==> config.mk <==
export PLATFORM = sky130hd
export DESIGN_NAME = i2c_tx_fsm
export DESIGN_NICKNAME = d
export VERILOG_FILES = /design/src/rtl/fir_filter_pkg.sv /design/src/rtl/i2c_tx_fsm.sv
export SDC_FILE = /design/constraint.sdc
export NUM_CORES = 1
export LEC_CHECK = 0
export ABC_CLOCK_PERIOD_IN_PS = 2000
export BUFFER_PORTS_ARGS = -buffer_cell sky130_fd_sc_hd__buf_2
export CAP_MARGIN = 10
export CORE_UTILIZATION = 25
export DETAILED_ROUTE_END_ITERATION = 8
export REMOVE_ABC_BUFFERS = 1
export SLEW_MARGIN = 20
export SYNTH_ARGS = -nofsm -noshare
export SYNTH_HDL_FRONTEND = slang
export SYNTH_SLANG_ARGS = --single-unit
export TNS_END_PERCENT = 5
==> constraint.sdc <==
create_clock -name clk -period 2 [get_ports clk]
set_input_delay 0.3 -clock clk [delete_from_list [all_inputs] [get_ports clk]]
set_output_delay 0.3 -clock clk [all_outputs]
set_load 0.02 [all_outputs]
==> src/rtl/fir_filter_pkg.sv <==
// Shared types for the FIR filter I2C control slave.
package fir_filter_pkg;

  typedef enum logic [2:0] {
    IDLE,
    ARM,
    SHIFT,
    ACKW,
    DONE
  } i2c_tx_state_t;

  localparam int I2C_BYTE_BITS = 8;

endpackage

==> src/rtl/i2c_tx_fsm.sv <==
// I2C slave read-data serializer: loads a byte in ARM, drives it MSB first on SCL falls, samples ACK on rise 9.
// oe_out/tx_ready_out/busy_out decode registers only; ack/nack/underrun pulse one clk after their strobe.
module i2c_tx_fsm
  import fir_filter_pkg::*;
#(
  parameter logic [7:0] UNDERRUN_DATA = 8'hFF
) (
  input  logic       clk,
  input  logic       rst_n,
  input  logic       start_in,
  input  logic       stop_in,
  input  logic       scl_rise_in,
  input  logic       scl_fall_in,
  input  logic       sda_in,
  input  logic       tx_en_in,
  input  logic [7:0] tx_data_in,
  input  logic       tx_valid_in,
  output logic       tx_ready_out,
  output logic       oe_out,
  output logic       ack_out,
  output logic       nack_out,
  output logic       underrun_out,
  output logic       busy_out
);

  localparam logic [2:0] LAST_BIT = 3'(I2C_BYTE_BITS - 1);

  i2c_tx_state_t state_q, state_d;
  logic [7:0]    shift_q, shift_d;
  logic [2:0]    bit_cnt_q, bit_cnt_d;
  logic          loaded_q, loaded_d;
  logic          ack_q, ack_d;
  logic          nack_q, nack_d;
  logic          underrun_q, underrun_d;
  logic          handshake;

  assign tx_ready_out = (state_q == ARM) && !loaded_q;
  assign handshake    = tx_valid_in && tx_ready_out;
  assign oe_out       = (state_q == SHIFT) && !shift_q[7];
  assign busy_out     = (state_q != IDLE);
  assign ack_out      = ack_q;
  assign nack_out     = nack_q;
  assign underrun_out = underrun_q;

  always_comb begin
    state_d    = state_q;
    shift_d    = shift_q;
    bit_cnt_d  = bit_cnt_q;
    loaded_d   = loaded_q;
    ack_d      = 1'b0;
    nack_d     = 1'b0;
    underrun_d = 1'b0;

    case (state_q)
      IDLE: begin
        if (tx_en_in) begin
          state_d  = ARM;
          loaded_d = 1'b0;
        end
      end
      ARM: begin
        if (handshake) begin
          shift_d  = tx_data_in;
          loaded_d = 1'b1;
        end
        // A byte handed over on the launching edge itself still makes it out.
        if (scl_fall_in) begin
          bit_cnt_d = '0;
          state_d   = SHIFT;
          if (!(loaded_q || handshake)) begin
            shift_d    = UNDERRUN_DATA;
            underrun_d = 1'b1;
          end
        end
      end
      SHIFT: begin
        if (scl_fall_in) begin
          if (bit_cnt_q == LAST_BIT) begin
            state_d = ACKW;
          end else begin
            shift_d   = {shift_q[6:0], 1'b0};
            bit_cnt_d = bit_cnt_q + 3'd1;
          end
        end
      end
      ACKW: begin
        if (scl_rise_in) begin
          if (!sda_in) begin
            ack_d    = 1'b1;
            loaded_d = 1'b0;
            state_d  = ARM;
          end else begin
            nack_d  = 1'b1;
            state_d = DONE;
          end
        end
      end
      DONE: begin
        state_d = DONE;
      end
      default: begin
        state_d = IDLE;
      end
    endcase

    // Bus START/STOP aborts the read; any loaded byte is simply dropped.
    if ((state_q != IDLE) && (start_in || stop_in)) begin
      state_d    = IDLE;
      loaded_d   = 1'b0;
      ack_d      = 1'b0;
      nack_d     = 1'b0;
      underrun_d = 1'b0;
    end
  end

  always_ff @(posedge clk) begin
    if (!rst_n) begin
      state_q    <= IDLE;
      shift_q    <= '0;
      bit_cnt_q  <= '0;
      loaded_q   <= 1'b0;
      ack_q      <= 1'b0;
      nack_q     <= 1'b0;
      underrun_q <= 1'b0;
    end else begin
      state_q    <= state_d;
      shift_q    <= shift_d;
      bit_cnt_q  <= bit_cnt_d;
      loaded_q   <= loaded_d;
      ack_q      <= ack_d;
      nack_q     <= nack_d;
      underrun_q <= underrun_d;
    end
  end

endmodule
==> results of run 1 <==
==> logic make-up after synthesis <==
| logic type | share of synthesized area [%] |
|---|---|
| compound gates | 24.50 |
| fa+ha+maj | 2.512 |
| buf+inv | 6.029 |
| flops | 36.18 |
| mux | 5.276 |
| simple gates | 25.50 |
==> synthesized netlist by cell type (2+ instances only) <==
cell	n
a21oi_1	5
and2_1	3
buf_2	3
clkbuf_1	2
dfxtp_1	18
ha_1	2
inv_1	4
mux2i_1	3
nand2_1	3
nand2b_1	4
nor2_1	13
nor3_1	3
nor3b_1	3
nor4_1	7
o211a_1	6
o21ai_0	15
==> path summary, 6_finish.rpt <==
path	end	slack [ns]	cells past startpoint
worst max-delay path	bit_cnt_q[2]	0.13	6
worst min-delay path	ack_out	0.22	2
worst max register to register	bit_cnt_q[2]	0.13	6
worst min register to register	shift_q[0]	0.50	1
==> through the flow <==
step	worst slack [ns]	utilization [%]
after floorplan	0.2550	-
after global placement	0.2209	31.15
after detailed placement	0.1264	31.15
after CTS	0.01701	32.62
after global routing	0.004390	32.65
final	0.1276	32.65
==> cells in the final DEF (no fill, tap or decap), types with 2 or more instances in the layout <==
| master | synthesis | layout |
|---|---|---|
| nor3_1 | 3 | 3 |
| nor3b_1 | 3 | 3 |
| clkbuf_8 | 0 | 4 |
| mux2i_1 | 3 | 3 |
| nand2_1 | 3 | 3 |
| o211a_1 | 6 | 6 |
| a21oi_1 | 5 | 5 |
| and2_1 | 3 | 3 |
| dfxtp_1 | 18 | 17 |
| o21ai_0 | 15 | 15 |
| ha_1 | 2 | 2 |
| inv_1 | 4 | 4 |
| nand2b_1 | 4 | 4 |
| buf_2 | 3 | 22 |
| buf_4 | 1 | 6 |
| nor2_1 | 13 | 13 |
| nor4_1 | 7 | 7 |
==> final cells by class <==
| type | instances | area (sq um) | area share (%) |
|---|---|---|---|
| multi-input cells | 84 | 575.6 | 47.08 |
| flip-flops and latches | 18 | 361.6 | 29.58 |
| repair buffers | 28 | 155.1 | 12.69 |
| well taps | 48 | 60.06 | 4.913 |
| clock buffers | 4 | 55.05 | 4.504 |
| inverters | 4 | 15.01 | 1.228 |
==> worst reg2reg max path, cell delays in order (launching register included) <==
cell and delay, ns:
dfxtp_1 0.33, ha_1 0.20, ha_1 0.20, or3b_1 0.37, a211oi_2 0.38, mux2i_1 0.24, nor2_1 0.05
==> routing by layer <==
| layer | wire length, microns | vias to the layer above |
|---|---|---|
| li1 | - | 466 |
| met1 | 1181 | 437 |
| met2 | 1164 | 27 |
| met3 | 135 | 2 |
| met4 | 6 | 0 |
| met5 | 0 | - |
==> state kept, by name, indices dropped and copies added (netlist names) <==
register and flops:
bit_cnt_q 3, ack_out 1, shift_q 8, loaded_q 1, nack_out 1, state_q 3
underrun_out 1
==> power by group <==
part | total, mW | internal (mW) | switching [mW]
clock | 0.304 | 0.175 | 0.129
combinational | 0.173 | 0.0791 | 0.0942
sequential | 0.398 | 0.380 | 0.0180
total | 0.875 | 0.634 | 0.241
==> what timing repair did <==
item	CTS	global route
hold buffers	0	0
setup endpoints to repair	0	1
resized for setup	0	1
==> summary.md, run 1 <==
| Metric | Value |
|---|---|
| I/O pin cnt | 23 |
| Critical path startpoint | bit_cnt_q[0] |
| Final HPWL DP | 1.863 mm |
| Die area | 0.004240 sq mm |
| Tightest Pin Transition | 0.3567 ns |
| Max stage delay cell, worst path | a211oi_2 |
| Number of CTS-inserted buffers | 3 |
| Via-per-instance ratio | 5.011 |
| Dominant synthesized flop cell | dfxtp_1 |
| Worst Hold Launch | sda_in |
| Syn Std Cell Area | 996.0 sq um |
| Grt peak-use layer | met2 |
| Slew Viols, Final | 0 |
| Starting DRC count in detailed routing | 31 |
| CP endpoint kind | register |
| CTS tree | yes |
| Setup crit start kind | register |
| Tot Pwr | 875.5 uW |
| Maximum fanout along the worst path | 3 |
| Postcts setup bufs | 0 |
| Top post-synthesis cells by area | dfxtp_1, o21ai_0, o211a_1 |
| Sequential area share after synthesis | 36.18% |
| Antenna Cells | 0 |
| Status | finished clean |
| Post-route DRC violation count | 0 |
| Drt first pass iters | 4 |
| Total track usage | 12.71% |
| Crit path buf inv count | 0 |
| Syn Inst Count | 114 |
| Synth Warn # | 0 |
| GRT met2 Usage | 22.01% |
| Pwr Density | 716.2 mW/mm^2 |
| Worst R2R Start | bit_cnt_q[0] |
| Initial antenna violation count | 0 |
| Core footprint | 0.003744 sq mm |
| Largest net degree at the start of global routing | 18 |
| Setup Crit Path Kind | reg2reg |
| Layout cell share with drive strength beyond 1 | 28.99% |
| Peak VDD IR | 0.2787 mV |
| Rel. slew slack | 75.97% |
| Clock Sinks | 18 |
| Final hold violations | 0 |
| Layout Nets | 158 |
| Slowest stage delay, CP | 0.38 ns |
| DIE WIDTH | 65.12 microns |
| Final Routed Wirelength | 2.488 mm |
| Initial Util | 26.60% |
| Overflow left after global routing | 0 |
| Shortest period the worst path allows | 1.872 ns |
| Mean area per synthesized cell | 8.736 sq um |
| Max Cap Viol | 0 |
| Row cnt | 22 |
| Filler cells | 413 |
| Crit share post-route | 93.62% |
| Routing usage on met1 | 16.83% |
| Drt wl/cell | 13.38 microns |
| Final clock skew | 0.002192 ns |
| Setup violators final | 0 |
| Non-Filler Instances | 186 |
| Root Buffer | clkbuf_8 |
| Clk pin slew, worst setup/hold paths | 0.07 ns |
| Port bufs | 22 |
| Cell mode on critical path | ha_1 |
| H-tree Lvls | 1 |
| Synth async-reset ratio | 0% |
| Design Area, Final | 0.001222 sq mm |
| Placed Cells | 182 |
| Global-route wire length before repair | 4.209 mm |
| Critical path cell sequence | ha_1 > ha_1 > or3b_1 > a211oi_2 > mux2i_1 > nor2_1 |
| Req. time, crit path | 2.15 ns |
| Netlist cell types | 36 |
| P&R area growth vs syn | 22.74% |
| Die Y | 65.12 microns |
| Worst path top cell family by delay | simple AND/OR/NAND/NOR gates |
| Hold Path Class | in2reg |
| Vias | 932 |
| Leak pwr | 0.5628 nW |
| Insertion delay to the later sink of the worst-skew pair | 0.25 ns |
| Vias in the first global route | 875 |
| Placed Area | 0.001166 sq mm |
| Synth top area share | 36.18% |
| Setup_tns | 0 ns |
| Flops & latches, synth | 18 |
| Arrival time worst endpoint | 2.02 ns |
| Largest area contributor in the netlist | dfxtp_1 |
| Number of synthesized flops with an enable pin | 0 |
| Routability congestion estimate | 0.7702 |
| Routed Antenna Nets | 0 |
| Met3 usage | 3.299% |
| Max frequency | 0.5341 GHz |
| Longest Clk Path Bufs | 2 |
| Hold WS | 0.2239 ns |
| RSZ-0062 raised after global routing | false |
No activity file was read; power rests on OpenSTA's default activity.
==> inputs of run 2 (changes only) <==
--- a/config.mk
+++ b/config.mk
@@ -5,11 +5,13 @@
 export SDC_FILE = /design/constraint.sdc
 export NUM_CORES = 1
 export LEC_CHECK = 0
+export ABC_AREA = 1
 export ABC_CLOCK_PERIOD_IN_PS = 2000
 export BUFFER_PORTS_ARGS = -buffer_cell sky130_fd_sc_hd__buf_2
 export CAP_MARGIN = 10
-export CORE_UTILIZATION = 25
+export CORE_UTILIZATION = 50
 export DETAILED_ROUTE_END_ITERATION = 8
+export PLACE_DENSITY = 0.74
 export REMOVE_ABC_BUFFERS = 1
 export SLEW_MARGIN = 20
 export SYNTH_ARGS = -nofsm -noshare
==> summary.md, run 2 <==
| Metric | Value |
|---|---|
| Synth async-reset ratio | 0% (unchanged) |
| Row cnt | 16 (was 22) |
| Peak VDD IR | 0.7252 mV (was 0.2787 mV) |
| Sequential area share after synthesis | 31.68% (was 36.18%) |
| Final HPWL DP | 1.752 mm (was 1.863 mm) |
| Syn Std Cell Area | 0.001137 sq mm (was 996.0 sq um) |
| Longest Clk Path Bufs | 2 (unchanged) |
| Crit share post-route | 83.27% (was 93.62%) |
| Setup violators final | 0 (unchanged) |
| Vias | 1114 (was 932) |
| P&R area growth vs syn | 13.09% (was 22.74%) |
| CP endpoint kind | output pin (was register) |
| H-tree Lvls | 1 (unchanged) |
| Flops & latches, synth | 18 (unchanged) |
| Post-route DRC violation count | 0 (unchanged) |
| Hold WS | 0.2714 ns (was 0.2239 ns) |
| Slew Viols, Final | 0 (unchanged) |
| Initial antenna violation count | 0 (unchanged) |
| Most flop-heavy register | shift_q (unchanged) |
| Starting DRC count in detailed routing | 16 (was 31) |
| Largest area contributor in the netlist | dfxtp_1 (unchanged) |
| Most common cell after layout, fill and taps aside | nand2_1 (was buf_2) |
| Number of CTS-inserted buffers | 3 (unchanged) |
| Die Y | 49.70 microns (was 65.12 microns) |
| Biggest regs | shift_q: 8 flops, bit_cnt_q: 3 flops, state_q: 3 flops (unchanged) |
| Req. time, crit path | 1.70 ns (was 2.15 ns) |
| Arrival time worst endpoint | 1.37 ns (was 2.02 ns) |
| Setup_tns | 0 ns (unchanged) |
| Routability congestion estimate | 0.8097 (was 0.7702) |
| Shortest period the worst path allows | 1.665 ns (was 1.872 ns) |
| CTS Hold Bufs | 0 (unchanged) |
| Insertion delay to the later sink of the worst-skew pair | 0.30 ns (was 0.25 ns) |
| Max reg flops | 8 (unchanged) |
| Vias in the first global route | 947 (was 875) |
| Most common cell in the netlist | nand2_1 (was dfxtp_1) |
| Overflow left after global routing | 0 (unchanged) |
| Synth top area share | 31.68% (was 36.18%) |
| Clk pin slew, worst setup/hold paths | 0.11 ns (was 0.07 ns) |
| Drt wl/cell | 10.17 microns (was 13.38 microns) |
| Die area | 0.002470 sq mm (was 0.004240 sq mm) |
| Pwr Density | 1303 mW/mm^2 (was 716.2 mW/mm^2) |
| Max frequency | 0.6004 GHz (was 0.5341 GHz) |
| Hold Path Class | in2reg (unchanged) |
| Setup Crit Path Kind | reg2out (was reg2reg) |
| Port bufs | 22 (unchanged) |
| Clock Sinks | 18 (unchanged) |
| Routed Antenna Nets | 0 (unchanged) |
| Rel. slew slack | 82.81% (was 75.97%) |
| Largest net degree at the start of global routing | 21 (was 18) |
| CTS resizes | 0 (unchanged) |
| DIE WIDTH | 49.70 microns (was 65.12 microns) |
| Initial Util | 55.70% (was 26.60%) |
| Total track usage | 19.92% (was 12.71%) |
| CTS tree | yes (unchanged) |
| Postcts setup bufs | 0 (unchanged) |
| Dominant synthesized flop cell | dfxtp_1 (unchanged) |
| I/O pin cnt | 23 (unchanged) |
| Final clock skew | 0.004468 ns (was 0.002192 ns) |
| Synth Warn # | 0 (unchanged) |
| Root Buffer | clkbuf_4 (was clkbuf_8) |
| Setup crit start kind | register (unchanged) |
| Most frequent cells in the layout | nand2_1, nor2_1, inv_1 (was buf_2, dfxtp_1, o21ai_0) |
| Drt first pass iters | 4 (unchanged) |
| Leak pwr | 0.6881 nW (was 0.5628 nW) |
| Antenna Cells | 0 (unchanged) |
| Layout cell share with drive strength beyond 1 | 21.72% (was 28.99%) |
| Final hold violations | 0 (unchanged) |
| Tightest Pin Transition | 0.2579 ns (was 0.3567 ns) |
| Final Routed Wirelength | 2.289 mm (was 2.488 mm) |
| Global-route wire length before repair | 3.898 mm (was 4.209 mm) |
| Via-per-instance ratio | 4.951 (was 5.011) |
| Layout Nets | 218 (was 158) |
| Mean area per synthesized cell | 6.499 sq um (was 8.736 sq um) |
| Syn Inst Count | 175 (was 114) |
| Max Cap Viol | 0 (unchanged) |
| Netlist cell types | 24 (was 36) |
| Core footprint | 0.002042 sq mm (was 0.003744 sq mm) |
| Filler cells | 195 (was 413) |
| Number of synthesized flops with an enable pin | 0 (unchanged) |
| Top post-synthesis cells by area | dfxtp_1, nand2_1, nor2_1 (was dfxtp_1, o21ai_0, o211a_1) |
| Status | finished clean (unchanged) |
| Maximum fanout along the worst path | 7 (was 3) |
| Post-synth top cells | nand2_1, nor2_1, inv_1 (was dfxtp_1, o21ai_0, nor2_1) |
| RSZ-0062 raised after global routing | false (unchanged) |
-- run 2: cell count changes in the layout (fill, tap and decap cells not counted), moves of 8 or more --
cell / change
nand2_1: +41
nor2_1: +20
nand3_1: +12
a21oi_1: +8
o21ai_0: -12
inv_1: +21
-- run 2: power by group --
group	switching, mW	internal (mW)
combinational	0.591	0.305
clock	0.120	0.111
sequential	0.0845	0.464
total	0.796	0.880
-- run 2: final timing paths --
check | slack (ns) | start | endpoint | cells past startpoint
setup / recovery | 0.33 | state_q[1] | tx_ready_out | 4
hold / removal | 0.27 | scl_rise_in | nack_out | 3
setup reg to reg | 0.54 | state_q[1] | bit_cnt_q[0] | 5
hold reg to reg | 0.48 | shift_q[0] | shift_q[0] | 2
-- run 2: kinds of logic after synthesis --
group                      synth area share [%]
and+or+nand+nor                           45.65
buffers and inverters                     12.76
DFF                                       31.68
AOI/OAI and AO/OA                         7.700
adders and majority gates                 2.200
-- run 2: final cells by class --
type                    count  area, sq um  share of cell area [%]
clock buffers               4        36.28                   2.821
inverters                  29        113.9                   8.852
multi-input cells         125        631.9                   49.12
flip-flops and latches     18        360.3                   28.02
well taps                  27        33.78                   2.626
repair buffers             22        110.1                   8.560
-- run 2: worst max-delay path: stages, from the launching register on --
cell	delay (ns)
dfxtp_1	0.40
inv_2	0.14
nand3_4	0.14
nor2_4	0.19
buf_2	0.20
-- run 2: layer usage --
| metal | vias up | share of wire (%) | GRT usage, % | wire length (microns) |
|---|---|---|---|---|
| met4 | 0 | 1.1 | 5.714 | 26 |
| met5 | - | 0 | 0 | 0 |
| li1 | 592 | - | - | - |
| met3 | 5 | 4.3 | 3.086 | 99 |
| met1 | 491 | 48 | 25.80 | 1094 |
| met2 | 26 | 47 | 33.78 | 1068 |
-- run 2: stage by stage --
| stage | instances | power [mW] | worst slack (ns) | cell area (sq um) | util, % |
|---|---|---|---|---|---|
| after global routing | 225 | 1.841 | 0.2029 | 1286 | 62.99 |
| after detailed placement | 221 | 1.451 | 0.5610 | 1250 | 61.21 |
| after global placement | 221 | 1.430 | 0.6013 | 1250 | 61.21 |
| final | 225 | 1.676 | 0.3345 | 1286 | 62.99 |
| after floorplan | 172 | 1.249 | 0.7234 | 1106 | - |
| after CTS | 225 | 1.690 | 0.3285 | 1286 | 62.99 |
